[config.mk]
export PLATFORM = sky130hd
export DESIGN_NAME = booth_product_bcd
export DESIGN_NICKNAME = d
export VERILOG_FILES = /design/src/rtl/booth_pkg.sv /design/src/rtl/bcd_add3.sv /design/src/rtl/booth_product_bcd.sv
export SDC_FILE = /design/constraint.sdc
export NUM_CORES = 1
export LEC_CHECK = 0
export ABC_AREA = 1
export ABC_CLOCK_PERIOD_IN_PS = 1370
export CAP_MARGIN = 0
export CORE_MARGIN = 2
export CORE_UTILIZATION = 49
export DETAILED_ROUTE_END_ITERATION = 6
export GPL_ROUTABILITY_DRIVEN = 0
export PLACE_DENSITY = 0.84
export SLEW_MARGIN = 20
export SYNTH_ARGS = -nofsm -noshare
export SYNTH_HDL_FRONTEND = slang
export SYNTH_HIERARCHICAL = 1
export SYNTH_SLANG_ARGS = --single-unit
[constraint.sdc]
create_clock -name clk -period 1.37 [get_ports clk]
set_input_delay 0.137 -clock clk [delete_from_list [all_inputs] [get_ports clk]]
set_output_delay 0.137 -clock clk [all_outputs]
set_load 0.005 [all_outputs]
[src/rtl/booth_pkg.sv]
// booth_pkg
// Shared definitions for the Booth multiplier datapath and its BCD output stage.
//   PROD_W     : default product width, shared with the multiplier output
//   BCD_DIGITS : default number of BCD digits (10^BCD_DIGITS > 2^(PROD_W-1))
//   state_e    : converter FSM states
//   add3_adj   : one double-dabble digit correction (d >= 5 ? d + 3 : d)
package booth_pkg;

    localparam int PROD_W     = 9;
    localparam int BCD_DIGITS = 3;

    typedef enum logic [1:0] {
        IDLE = 2'd0,
        CONV = 2'd1,
        DONE = 2'd2
    } state_e;

    // A digit of 5..9 becomes 8..12, so the following left shift carries
    // out of the nibble exactly when the doubled digit would be >= 10.
    function automatic logic [3:0] add3_adj(input logic [3:0] d);
        return (d >= 4'd5) ? (d + 4'd3) : d;
    endfunction

endpackage

[src/rtl/bcd_add3.sv]
// bcd_add3
// Combinational double-dabble correction for a single BCD digit.
//   din  : current digit
//   dout : din >= 5 ? din + 3 : din
module bcd_add3
    import booth_pkg::*;
(
    input  logic [3:0] din,
    output logic [3:0] dout
);

    assign dout = add3_adj(din);

endmodule

[src/rtl/booth_product_bcd.sv]
// booth_product_bcd
// Converts one signed two's-complement product into sign + BCD magnitude
// using a shift-and-add-3 loop, one magnitude bit per clock.
//   clk, n_rst : clock, asynchronous active-low reset
//   in_valid   : product valid          in_ready  : accepting (IDLE only)
//   product    : signed product input
//   out_valid  : result held (DONE)     out_ready : consumer takes result
//   sign, bcd  : registered result, MS digit in the top nibble
//   busy       : conversion in progress
//   dbg_state  : current FSM state
//
// Handshakes: a transfer happens on a rising edge where valid and ready are
// both high. Ready never depends combinationally on valid; a producer keeps
// its data stable while valid is high and not yet accepted. Here in_ready and
// out_valid are pure state decodes, so no input reaches an output directly.
module booth_product_bcd
    import booth_pkg::*;
#(
    parameter int IN_W   = PROD_W,
    parameter int DIGITS = BCD_DIGITS
) (
    input  logic                clk,
    input  logic                n_rst,
    input  logic                in_valid,
    output logic                in_ready,
    input  logic [IN_W-1:0]     product,
    output logic                out_valid,
    input  logic                out_ready,
    output logic                sign,
    output logic [4*DIGITS-1:0] bcd,
    output logic                busy,
    output state_e              dbg_state
);

    localparam int CNT_W = $clog2(IN_W);
    localparam int BCD_W = 4 * DIGITS;
    localparam logic [CNT_W-1:0] LAST_CNT = CNT_W'(IN_W - 1);

    state_e             state_q, state_d;
    logic [IN_W-1:0]    mag_q,   mag_d;
    logic [BCD_W-1:0]   acc_q,   acc_d;
    logic [CNT_W-1:0]   cnt_q,   cnt_d;
    logic               neg_q,   neg_d;
    logic               sign_q,  sign_d;
    logic [BCD_W-1:0]   bcd_q,   bcd_d;

    logic [BCD_W-1:0]       acc_adj;
    logic [BCD_W+IN_W-1:0]  shifted;
    logic [IN_W-1:0]        prod_abs;

    for (genvar g = 0; g < DIGITS; g++) begin : g_add3
        bcd_add3 u_add3 (
            .din  (acc_q[4*g +: 4]),
            .dout (acc_adj[4*g +: 4])
        );
    end

    // Magnitude fits in IN_W unsigned bits: the most negative input maps to
    // 2^(IN_W-1), whose bit pattern equals the input itself.
    assign prod_abs = product[IN_W-1] ? (~product + IN_W'(1)) : product;
    assign shifted  = {acc_adj, mag_q} << 1;

    always_comb begin
        state_d = state_q;
        mag_d   = mag_q;
        acc_d   = acc_q;
        cnt_d   = cnt_q;
        neg_d   = neg_q;
        sign_d  = sign_q;
        bcd_d   = bcd_q;
        unique case (state_q)
            IDLE: begin
                if (in_valid) begin
                    neg_d   = product[IN_W-1];
                    mag_d   = prod_abs;
                    acc_d   = '0;
                    cnt_d   = '0;
                    state_d = CONV;
                end
            end
            CONV: begin
                acc_d = shifted[BCD_W+IN_W-1 -: BCD_W];
                mag_d = shifted[IN_W-1:0];
                cnt_d = cnt_q + CNT_W'(1);
                if (cnt_q == LAST_CNT) begin
                    // Published result changes only here, on entry to DONE.
                    bcd_d   = shifted[BCD_W+IN_W-1 -: BCD_W];
                    sign_d  = neg_q;
                    state_d = DONE;
                end
            end
            DONE: begin
                if (out_ready) begin
                    state_d = IDLE;
                end
            end
            default: state_d = IDLE;
        endcase
    end

    always_ff @(posedge clk or negedge n_rst) begin
        if (!n_rst) begin
            state_q <= IDLE;
            mag_q   <= '0;
            acc_q   <= '0;
            cnt_q   <= '0;
            neg_q   <= 1'b0;
            sign_q  <= 1'b0;
            bcd_q   <= '0;
        end else begin
            state_q <= state_d;
            mag_q   <= mag_d;
            acc_q   <= acc_d;
            cnt_q   <= cnt_d;
            neg_q   <= neg_d;
            sign_q  <= sign_d;
            bcd_q   <= bcd_d;
        end
    end

    assign in_ready  = (state_q == IDLE);
    assign busy      = (state_q == CONV);
    assign out_valid = (state_q == DONE);
    assign sign      = sign_q;
    assign bcd       = bcd_q;
    assign dbg_state = state_q;

endmodule
After elaboration in Yosys (flattened, before gate mapping)
Index checks and enable logic that the tools add are counted.

storage, ports and cells
  bits in writable memories = 0
  bits of input ports = 13
  logic and storage cells = 42
  memories = 0
  output and inout bits = 18
  bits in registers = 41
  ROM bits = 0
  latch bits = 0

cells by class
  bitwise logic cells = 1
  equal/unequal tests = 6
  multiply operators = 0
  $lt $le $gt $ge = 3
  mux-type cells = 14
  div/mod/pow operators = 0
  add/sub/neg operators = 5
  shift-type cells = 0
  reduce and logical (&&, ||, !) cells = 6

operator list
  operator                                                            count
  case mux 12 bit (2 select lines)                                    1
  two-way mux 9 bit                                                   2
  case mux 9 bit (2 select lines)                                     1
  greater-or-equal comparator 4 x 3 -> 1 bit (second input constant)  3
  two-way mux 12 bit                                                  1
  two-way mux 4 bit                                                   3
  adder 9 x 1 -> 9 bit (second input constant)                        1
  inverter 9 bit                                                      1
  adder 4 x 2 -> 4 bit (second input constant)                        2
  case mux 4 bit (2 select lines)                                     1
  two-way mux 2 bit                                                   3
  case mux 2 bit (3 select lines)                                     1
  AND reduction 2 bit                                                 3
  adder 4 x 1 -> 4 bit (second input constant)                        1
  == test 4 bit (second input constant)                               1
  inequality test 2 x 1 -> 1 bit (second input constant)              2
  adder 3 x 2 -> 3 bit (second input constant)                        1
  two-way mux 3 bit                                                   1
  AND reduction 3 bit                                                 1
  == test 2 x 1 -> 1 bit (second input constant)                      1
  == test 2 bit (second input constant)                               1
  logical NOT 2 bit                                                   1
  inequality test 2 bit (second input constant)                       1
  nonzero test 2 bit                                                  1

Depth between registers and ports, before layout
  word-level depth = 5
  mapped depth = 9
  mapped depth without buffers = 9

Hierarchy
Netlist, hierarchy kept.

by module, submodules not included
  module             sequential area each (µm²)  area each (µm²)  times used  cells each
  booth_product_bcd  1,026.0                     1,935.6          1           216
  bcd_add3           0.0                         135.1            3           23

Least setup slack after synthesis
Ideal clock, no wire load.

  kind = reg-to-reg
  start point = register cnt_q[0]
  end point = register bcd_q[0], in the netlist bcd[0]
  clock period less this slack = 1.324 ns
  data arrival time = 1.206 ns
  slack = 0.046 ns
  setup time = 0.117 ns
  cell stages (with the launch flop) = 9
  cells stage by stage = dfrtp_1 inv_1 ha_1 nand2_1 nor2_1 nand2_4 buf_6 nand2_1 o21ai_2

on the way
  cells in the longest elaborated chain, start to end = 2

ends and longest elaborated chain
  item                                  line                      text
  start, declared                       booth_product_bcd.sv:42   logic [CNT_W-1:0] cnt_q, cnt_d;
  start signal, assigned                booth_product_bcd.sv:114  cnt_q <= cnt_d;
  == test 4 bit                         booth_product_bcd.sv:85   if (cnt_q == LAST_CNT) begin
  AND reduction 2 bit (no source line)  n/a
  end signal, assigned                  booth_product_bcd.sv:109  bcd_q <= '0;
  end signal, assigned                  booth_product_bcd.sv:117  bcd_q <= bcd_d;
  end, declared                         booth_product_bcd.sv:45   logic [BCD_W-1:0] bcd_q, bcd_d;

Every way passes these cells.
A chain may end at the register's enable or synchronous reset.

Worst setup path after layout
  start point = register acc_q[8]
  end point = register acc_q[9]

on the way
  cells in the longest elaborated chain, start to end = 3

ends and longest elaborated chain
  item                                                                                       line                      text
  start, declared                                                                            booth_product_bcd.sv:41   logic [BCD_W-1:0] acc_q, acc_d;
  start signal, assigned                                                                     booth_product_bcd.sv:105  acc_q <= '0;
  start signal, assigned                                                                     booth_product_bcd.sv:113  acc_q <= acc_d;
  greater-or-equal comparator 4 x 3 -> 1 bit / adder 3 x 2 -> 3 bit (equally long branches)  booth_pkg.sv:21           return (d >= 4'd5) ? (d + 4'd3) : d;
  two-way mux 3 bit (*)                                                                      booth_pkg.sv:21
  net acc_adj[8]                                                                             booth_product_bcd.sv:47   logic [BCD_W-1:0] acc_adj;
  case mux 12 bit (2 select lines) (*)                                                       booth_product_bcd.sv:71   unique case (state_q)

Mark *: on every way through the listed nets, which the timed path passes. The rest lies on a longest branch.

==> results_dict.tcl <==
set metrics [dict create \
    final.min_clock_period_ps 1350 \
    min_path_type "primary input to async pin" \
    cp.required_ps 1550 \
    cts.clk_slew.worst_paths_ps 80 \
    outcome "completed" \
    drt_iter0_markers 174 \
    peakVddDrop_uv 815 \
    syn_avg_cell_area_sq_um 8.27 \
    arrival_ps 1540 \
    end_kind "register" \
    syn-num-nets 302 \
    dp.cells 382 \
    cts_max_level 2 \
    dieHeight_microns 72.7 \
    utilization_pct 66.6 \
    finalCritPeriodShare_pct 98.8 \
    criticalPathCategory "register to register" \
    drive_gt1_share_pct 33.6 \
    antenna_left 0 \
    grt_overflow 0 \
    clock-sinks 41 \
    wirelength_mm 5.18 \
    critical_path.startpoint_type "register" \
    numPortBuffers 30 \
    core_area_sq_um 4630 \
    maxSlewViolCount 0 \
    via_count 2067 \
    dp_worst_setup_slack_ps -103 \
    finClkSkew_ps 6.81 \
    core.rowCount 25 \
    ys_warn_count 6 \
    leakage_uw 0.00149 \
    fin_cells 399 \
    pin_count 31 \
    routed_via_density 5.18 \
    antenna_found_initial 0 \
    diodes 0 \
    hpwlAfterDp_mm 3.56 \
    grt_max_degree 27 \
    setup_viol 0 \
    syn_inst 280 \
    hold_violations 0 \
    power.total_uw 7020 \
    dieArea_sq_um 5290 \
    first_pass_iters 4 \
    area_growth_pct 33.3 \
    track_usage_pct 20.6 \
    grt_pass1_wl_mm 8.45 \
    insertion_delay_ps 290 \
    numCtsBuffers 5 \
    die_w_microns 72.7 \
    slew-limit-headroom_pct 72.3 \
    grt_pass1_vias 1952 \
    cts_tree "yes" \
    start_util_pct 50.0 \
    p_per_area_nw_per_um2 2280 \
    synthesis.area_sq_um 2310 \
    fmax_mhz 739 \
    max_cap_violations 0 \
    worst_pin_slew_ps 416 \
    drc 0 \
    rsz0062_at_grt "true" \
    design.final.nets 368 \
    clockBufferDepth 2 \
    worst_slack_ps 16.7 \
    cp_max_fo 4 \
    clockRootBuffer "clkbuf_8" \
    wl_per_cell_microns 13.0 \
]
## state kept, by name (all words and copies together) (netlist names)
name	flops
acc_q	12
bcd	12
cnt_q	4
dbg_state	2
mag_q	9
neg_q	1
sign	1
## path summary, 6_finish.rpt
| kind | from | end | slack [ps] | cells past startpoint |
|---|---|---|---|---|
| worst max-delay path | acc_q[8] | acc_q[9] | 20 | 7 |
| worst min-delay path | n_rst | bcd[6] | 300 | 2 |
| worst max register to register | acc_q[8] | acc_q[9] | 20 | 7 |
| worst min register to register | sign | sign | 470 | 2 |
| max in group asynchronous | n_rst | dbg_state[0] | 570 | 3 |
| min in group clk | out_ready | dbg_state[1] | 410 | 2 |
## placed cells by master (no fill, tap or decap), drive strengths merged
cell type / instances
a21boi: 2
a21oi: 7
buf: 37
clkbuf: 6
clkdlybuf4s15: 1
clkdlybuf4s50: 24
clkinv: 1
dfrtp: 41
dlygate4sd2: 2
dlygate4sd3: 1
ha: 9
inv: 40
nand2: 85
nand3: 18
nand4: 1
nor2: 25
o211ai: 2
o21a: 1
o21ai: 40
o31ai: 1
xor2: 1
## critical path: stages, from the launching register on
cell	delay [ps]
dfrtp_1	430
ha_2	210
nand2_2	70
nand2_2	80
o21ai_0	230
nand2_2	90
inv_2	90
o21ai_2	50
## layout make-up
| cell class | count | area, sq um |
|---|---|---|
| Clock buffer | 5 | 68.8 |
| Clock inverter | 1 | 5.00 |
| Fill cell | 358 | 1540 |
| Inverter | 40 | 155 |
| Multi-Input combinational cell | 192 | 1150 |
| Sequential cell | 41 | 1030 |
| Tap cell | 54 | 67.6 |
| Timing Repair Buffer | 66 | 609 |
## repair_timing
item	CTS	global route
hold buffers	1	0
setup endpoints to repair	22	27
pin swaps	1	15
buffers inserted	3	7
endpoints found under the hold margin	15	0
resized for setup	17	47
## routing by layer
metal  vias up  global-route usage (%)  part of all wire [%]
met5         -                       0                     0
met4         0                    7.41                   2.5
met3        13                    6.08                   5.3
met2        67                    36.3                    52
met1       969                    23.6                    41
li1       1018                       -                     -
## power breakdown
| part | switching (uW) | leakage (uW) | internal, uW |
|---|---|---|---|
| clock | 400 | 0.0000399 | 335 |
| sequential | 414 | 0.000521 | 1760 |
| combinational | 2190 | 0.000927 | 1930 |
## per-stage QoR
step | setup TNS, ps | instance area [sq um] | hold slack, ps
5_1_grt | -438 | 3090 | 343
4_1_cts | 0 | 2960 | 308
2_1_floorplan | 0 | 2310 | -159
3_5_place_dp | -328 | 2850 | 91.5
3_3_place_gp | -35.3 | 2850 | 72.3
6_report | 0 | 3090 | 302
No activity file was read; power rests on OpenSTA's default activity.
